## src/rtl/rx_checked.sv

```systemverilog
// rx_checked: parametrised UART receiver with optional parity, 1/2 stop bits,
// false-start rejection, parity/framing/overrun reporting and a one-entry
// valid/ready holding register.
// Optional build macro: RX_MAJORITY_VOTE_EN (2-of-3 vote at counter 2,1,0).
module rx_checked #(
  parameter int CLK_BAUD_RATIO = 16,
  parameter int DATA_SIZE      = 8,
  parameter int PARITY_MODE    = 0,
  parameter int STOP_BITS      = 1
) (
  input  logic                 clk_in,
  input  logic                 rst_in,
  input  logic                 rx_in,
  output logic [DATA_SIZE-1:0] data_out,
  output logic                 valid_out,
  input  logic                 ready_in,
  output logic                 parity_err_out,
  output logic                 frame_err_out,
  output logic                 overrun_out,
  output logic                 busy_out
);

  typedef enum logic [2:0] {
    S_IDLE,
    S_START,
    S_DATA,
    S_PARITY,
    S_STOP,
    S_BREAK
  } state_t;

  localparam logic [15:0] HALF_LOAD = 16'(CLK_BAUD_RATIO / 2 - 1);
  localparam logic [15:0] FULL_LOAD = 16'(CLK_BAUD_RATIO - 1);
  localparam logic [3:0]  LAST_IDX  = 4'(DATA_SIZE - 1);
  localparam logic        LAST_STOP = 1'(STOP_BITS - 1);

  logic                 sync1_q, sync1_d;
  logic                 sync2_q, sync2_d;
  state_t               state_q, state_d;
  logic [15:0]          cnt_q, cnt_d;
  logic [3:0]           idx_q, idx_d;
  logic                 stop_q, stop_d;
  logic [DATA_SIZE-1:0] sh_q, sh_d;
  logic                 perr_q, perr_d;
  logic                 ferr_q, ferr_d;
  logic [DATA_SIZE-1:0] hold_data_q, hold_data_d;
  logic                 hold_perr_q, hold_perr_d;
  logic                 hold_ferr_q, hold_ferr_d;
  logic                 valid_q, valid_d;
  logic                 ovr_q, ovr_d;

  logic rxs;
  logic sample;
  logic bit_val;
  logic complete;
  logic ferr_now;

  assign rxs    = sync2_q;
  assign sample = (cnt_q == '0);

`ifdef RX_MAJORITY_VOTE_EN
  logic [1:0] hist_q, hist_d;

  // Keep the two previous synchronised samples for the 2-of-3 vote.
  always_comb begin
    hist_d = {hist_q[0], rxs};
  end

  // History register for majority voting.
  always_ff @(posedge clk_in or posedge rst_in) begin
    if (rst_in) hist_q <= '1;
    else        hist_q <= hist_d;
  end

  // At counter 0, hist_q holds rxs from counter 2 and 1.
  assign bit_val = (hist_q[1] & hist_q[0]) | (hist_q[1] & rxs) | (hist_q[0] & rxs);
`else
  assign bit_val = rxs;
`endif

  // Next-state logic: synchroniser, bit timing, frame FSM and holding register.
  always_comb begin
    sync1_d     = rx_in;
    sync2_d     = sync1_q;
    state_d     = state_q;
    cnt_d       = (cnt_q != '0) ? cnt_q - 16'd1 : cnt_q;
    idx_d       = idx_q;
    stop_d      = stop_q;
    sh_d        = sh_q;
    perr_d      = perr_q;
    ferr_d      = ferr_q;
    hold_data_d = hold_data_q;
    hold_perr_d = hold_perr_q;
    hold_ferr_d = hold_ferr_q;
    valid_d     = valid_q;
    ovr_d       = 1'b0;
    complete    = 1'b0;
    ferr_now    = ferr_q;

    if (valid_q && ready_in) valid_d = 1'b0;

    case (state_q)
      S_IDLE: begin
        if (!rxs) begin
          state_d = S_START;
          cnt_d   = HALF_LOAD;
          perr_d  = 1'b0;
          ferr_d  = 1'b0;
        end
      end
      S_START: begin
        if (sample) begin
          if (bit_val) begin
            state_d = S_IDLE;
          end else begin
            state_d = S_DATA;
            idx_d   = '0;
            cnt_d   = FULL_LOAD;
          end
        end
      end
      S_DATA: begin
        if (sample) begin
          sh_d  = {bit_val, sh_q[DATA_SIZE-1:1]};
          cnt_d = FULL_LOAD;
          if (idx_q == LAST_IDX) begin
            state_d = (PARITY_MODE != 0) ? S_PARITY : S_STOP;
            stop_d  = 1'b0;
          end else begin
            idx_d = idx_q + 4'd1;
          end
        end
      end
      S_PARITY: begin
        if (sample) begin
          perr_d  = ((^sh_q) ^ bit_val) != (PARITY_MODE == 2);
          state_d = S_STOP;
          cnt_d   = FULL_LOAD;
        end
      end
      S_STOP: begin
        if (sample) begin
          ferr_now = ferr_q | ~bit_val;
          ferr_d   = ferr_now;
          if (stop_q == LAST_STOP) begin
            complete = 1'b1;
            state_d  = (ferr_now && !bit_val) ? S_BREAK : S_IDLE;
          end else begin
            stop_d = stop_q + 1'b1;
            cnt_d  = FULL_LOAD;
          end
        end
      end
      S_BREAK: begin
        if (rxs) state_d = S_IDLE;
      end
      default: state_d = S_IDLE;
    endcase

    // A transfer on the completion cycle frees the register, so the new
    // frame reloads it and valid stays high.
    if (complete) begin
      if (!valid_q || ready_in) begin
        hold_data_d = sh_q;
        hold_perr_d = perr_q;
        hold_ferr_d = ferr_now;
        valid_d     = 1'b1;
      end else begin
        ovr_d = 1'b1;
      end
    end
  end

  // State and output registers.
  always_ff @(posedge clk_in or posedge rst_in) begin
    if (rst_in) begin
      sync1_q     <= 1'b1;
      sync2_q     <= 1'b1;
      state_q     <= S_IDLE;
      cnt_q       <= '0;
      idx_q       <= '0;
      stop_q      <= 1'b0;
      sh_q        <= '0;
      perr_q      <= 1'b0;
      ferr_q      <= 1'b0;
      hold_data_q <= '0;
      hold_perr_q <= 1'b0;
      hold_ferr_q <= 1'b0;
      valid_q     <= 1'b0;
      ovr_q       <= 1'b0;
    end else begin
      sync1_q     <= sync1_d;
      sync2_q     <= sync2_d;
      state_q     <= state_d;
      cnt_q       <= cnt_d;
      idx_q       <= idx_d;
      stop_q      <= stop_d;
      sh_q        <= sh_d;
      perr_q      <= perr_d;
      ferr_q      <= ferr_d;
      hold_data_q <= hold_data_d;
      hold_perr_q <= hold_perr_d;
      hold_ferr_q <= hold_ferr_d;
      valid_q     <= valid_d;
      ovr_q       <= ovr_d;
    end
  end

  assign data_out       = hold_data_q;
  assign valid_out      = valid_q;
  assign parity_err_out = hold_perr_q;
  assign frame_err_out  = hold_ferr_q;
  assign overrun_out    = ovr_q;
  assign busy_out       = (state_q != S_IDLE);

endmodule

```

## config.mk

```make
export PLATFORM = sky130hd
export DESIGN_NAME = rx_checked
export DESIGN_NICKNAME = d
export VERILOG_FILES = /design/src/rtl/rx_checked.sv
export SDC_FILE = /design/constraint.sdc
export NUM_CORES = 1
export LEC_CHECK = 0
export BUFFER_PORTS_ARGS = -buffer_cell sky130_fd_sc_hd__buf_2
export CAP_MARGIN = 0
export CELL_PAD_IN_SITES_DETAIL_PLACEMENT = 0
export CELL_PAD_IN_SITES_GLOBAL_PLACEMENT = 1
export CORE_ASPECT_RATIO = 1.4
export CORE_MARGIN = 8
export CORE_UTILIZATION = 35
export DETAILED_ROUTE_END_ITERATION = 16
export GPL_TIMING_DRIVEN = 0
export PLACE_DENSITY = 0.69
export SLEW_MARGIN = 20
export SYNTH_ARGS = -nofsm -noshare
export SYNTH_HDL_FRONTEND = slang
export SYNTH_SLANG_ARGS = --single-unit
```

## constraint.sdc

```tcl
create_clock -name clk_in -period 2.6 [get_ports clk_in]
set_input_delay 0.13 -clock clk_in [delete_from_list [all_inputs] [get_ports clk_in]]
set_output_delay 0.13 -clock clk_in [all_outputs]
set_load 0.01 [all_outputs]
```

==> impl_results.md <==
* MaxCap Viol Count at 0
* Clk slew on worst S/H paths at 0.09 ns
* I/O pins at 17
* Critical-path top delay cell: nor4_2
* Port-buffer cells at 16
* RSZ-0062 raised after global routing: false
* Dpl cells at 301
* Cell Pwr Density at roughly 830 mW/mm²
* Syn nets at about 220
* Sequential area share after synthesis at between 50% and 60%
* Nets at between 200 and 250
* Syn Area/Cell at roughly 11 µm²
* Crit path capture: cnt_q[0]$_DFF_PP0_
* Worst Path Required at 2.77 ns
* Max incr delay on CP at 0.45 ns
* Crit end category: flop
* Core Box Area at 0.006437 mm²
* # DRC at 0
* Initial antenna violation count at 0
* Global Route met1 Usage at 13.21%
* Chip width at 84.27 µm
* Worst Hold Class: in -> reg
* Pin count of the biggest net entering global routing at 26
* Most frequent cells in the layout: 45 x dfrtp_1, 19 x buf_2, 17 x mux2_2
* Kind of cell adding the most delay to the critical path: simple AND/OR/NAND/NOR gates
* Total stage count of the critical path at 7
* Peak supply drop at 0.3876 mV
* Final hold violations at 0
* Worst setup margin at 0.1894 ns
* Sink Count at between 40 and 50
* Drt initial violations at 50
* N_diodes at 0
* Primary FF master, synth: dfrtp_1
* Mapped Cells at 210
* Worst reg-to-reg setup slack at between 0.15 and 0.2 ns
* Drt pass-1 iters at 4
* Reg2reg path depth at 7
* Share of layout cells above drive strength 1 at 26.05%
* Wire length per cell at 15.53 µm
* First-pass GRT wire length at 8604 µm
* Seq cells post-synth at 47
* Hpwl dp at 3392 µm
* Met2 usage at about 18%
* Non-Filler Instances at 312
* Synth async-reset ratio at 100.0%
* Minimum clock period at 2.411 ns
* Worst setup startpoint: cnt_q[13]$_DFF_PP0_
* Via-per-instance ratio at 5.484
* Synth cell types at 44
* Worst rel slew slack at 50.43%
* Critical Path Fanout Max at 10
* Initial core utilization at 35.47%
* Final GP Congestion at 0.7623
* Row cnt at 35
* Met3 global-route usage at 2.922%
* Htree depth at 2
* Final period util at 92.72%
* Vias in the first global route at 1,733
* CP startpoint kind: flop
* Number of flops mapped to enable cells by yosys at 0
* Pre-CTS WS at -0.2680 ns
* Worst flop-to-flop path endpoint: cnt_q[0]$_DFF_PP0_
* Die height at 111.6 µm
* Die area at between 0.009 and 0.01 mm²
* Clock Skew at around 0.0035 ns
* Final setup fails at 0
* Vias at 1,711
* CP Buf/Inv Count at 2
* Syn-to-layout area delta at 16.11%
* Most common cell after layout, fill and taps aside: dfrtp_1
* Status: finished, final reports clean
* Fill cells at 637
* Post-Synthesis Cell Area at about 0.0023 mm²
* Pins Over Slew Limit at 0
* GRT busiest layer: met2
* Max Clk Rate at 414.8 MHz
* Leak at approximately 1.2 nW
* Worst R2R Start: cnt_q[13]$_DFF_PP0_
* CP arrival at 2.58 ns
* DRT antenna net count at 0
* Gr ovfl total at 0
* CTS tree: yes
* Transition time of the tightest slew-check pin at 0.7419 ns
* Final wirelength at ~4800 µm
* WS Path Type: reg -> reg
* Num CTS Buffers at 5
* Critical Path, Cell by Cell: nor4_2, and4_2, inv_1, clkbuf_2, ha_1, o32ai_1, o31ai_1
* Clk root buf: clkbuf_8
* Longest Clk Path Bufs at 2
* GRT Total Usage at between 10% and 20%
* Synth Warn # at 0
* Clock Latency Late Sink at 0.30 ns
timing repair:
item	4_1_cts	5_1_grt
setup buffers	0	1
resized for setup	3	4
setup endpoints to repair	18	11
hold buffers	2	0
endpoints found under the hold margin	23	0
layer usage:
metal	part of all wire [%]	vias up
met1	44	846
met2	52	27
met5	0	-
li1	-	834
met4	0.87	0
met3	3.6	4
synthesized netlist by cell type (3+ instances only):
cell       n  area, µm²
o31ai_1    8      60.06
or4b_2     3      30.03
a31oi_1    3      18.77
or4_1      6      45.04
nand3_1    6      30.03
nor2_1    12      45.04
ha_1       3      37.54
inv_1      8      30.03
xnor2_1    4      35.03
a21oi_1   15      75.07
buf_2      3      15.01
nand2_1   10      37.54
or2_2      3      18.77
mux2_2    17      191.4
dfrtp_1   45       1126
nand2b_1   3      18.77
o41ai_1    3      26.28
clkbuf_1   3      11.26
nor4_1     3      18.77
o21ai_0   10      50.05
or3_1     10      62.56
state kept, by name, summed over array words and instances (netlist names), 3 cells and up:
| name | flops |
|---|---|
| idx_q | 4 |
| data_out | 8 |
| sh_q | 8 |
| state_q | 3 |
| cnt_q | 16 |
worst min-delay path by stage:
| stage | from | to | cells after the start |
|---|---|---|---|
| after floorplan | rx_in | sync1_q$_DFF_PP1_ | 0 |
| after global placement | rx_in | sync1_q$_DFF_PP1_ | 1 |
| after detailed placement | rst_in | frame_err_out$_DFFE_PP0P_ | 2 |
| after CTS | ready_in | valid_out$_DFF_PP0_ | 3 |
| after global routing | ready_in | valid_out$_DFF_PP0_ | 3 |
| final | ready_in | valid_out$_DFF_PP0_ | 3 |
where the power goes:
| group | internal [mW] | switching, mW |
|---|---|---|
| Combinational | 0.278 | 0.327 |
| Sequential | 0.861 | 0.172 |
| Clock | 0.316 | 0.253 |
| Total | 1.46 | 0.751 |
area by class of cell:
class | instances | area (µm²) | share of cell area (%)
multi-input combinational | 148 | 1070 | 40.35
inverter | 8 | 30.03 | 1.133
tap | 74 | 92.59 | 3.492
timing repair buffer | 20 | 127.6 | 4.814
clock buffer | 6 | 82.58 | 3.115
sequential | 47 | 1179 | 44.45
clock inverter | 2 | 38.79 | 1.463
buffer | 7 | 31.28 | 1.180
cells by family (layout without fill, tap and decap cells):
logic type | after synthesis | in the layout | synth area share, %
simple gates | 70 | 70 | 17.81
compound gates | 49 | 49 | 13.75
flops | 47 | 47 | 51.62
mux | 19 | 19 | 9.260
buf+inv | 15 | 43 | 2.630
xor+xnor | 7 | 7 | 3.288
fa+ha+maj | 3 | 3 | 1.644
tightest hold or removal path, delay by kind of cell:
kind	cells	cell delay (ns)
AND/OR/NAND/NOR	2	0.19
buffers and inverters	1	0.07
through the flow:
step	util, %	power [mW]	cell area [µm²]	hold WS [ns]	setup TNS (ns)
after detailed placement	38.46	1.612	2476	0.2082	-2.074
after floorplan	-	1.452	2283	0.1345	0
final	41.19	2.207	2651	0.1237	0
after CTS	40.93	2.223	2635	0.1200	0
after global placement	38.15	1.593	2456	0.2367	-0.8001
after global routing	41.19	2.375	2651	0.1322	0
Power figures use the tool's default switching activity.
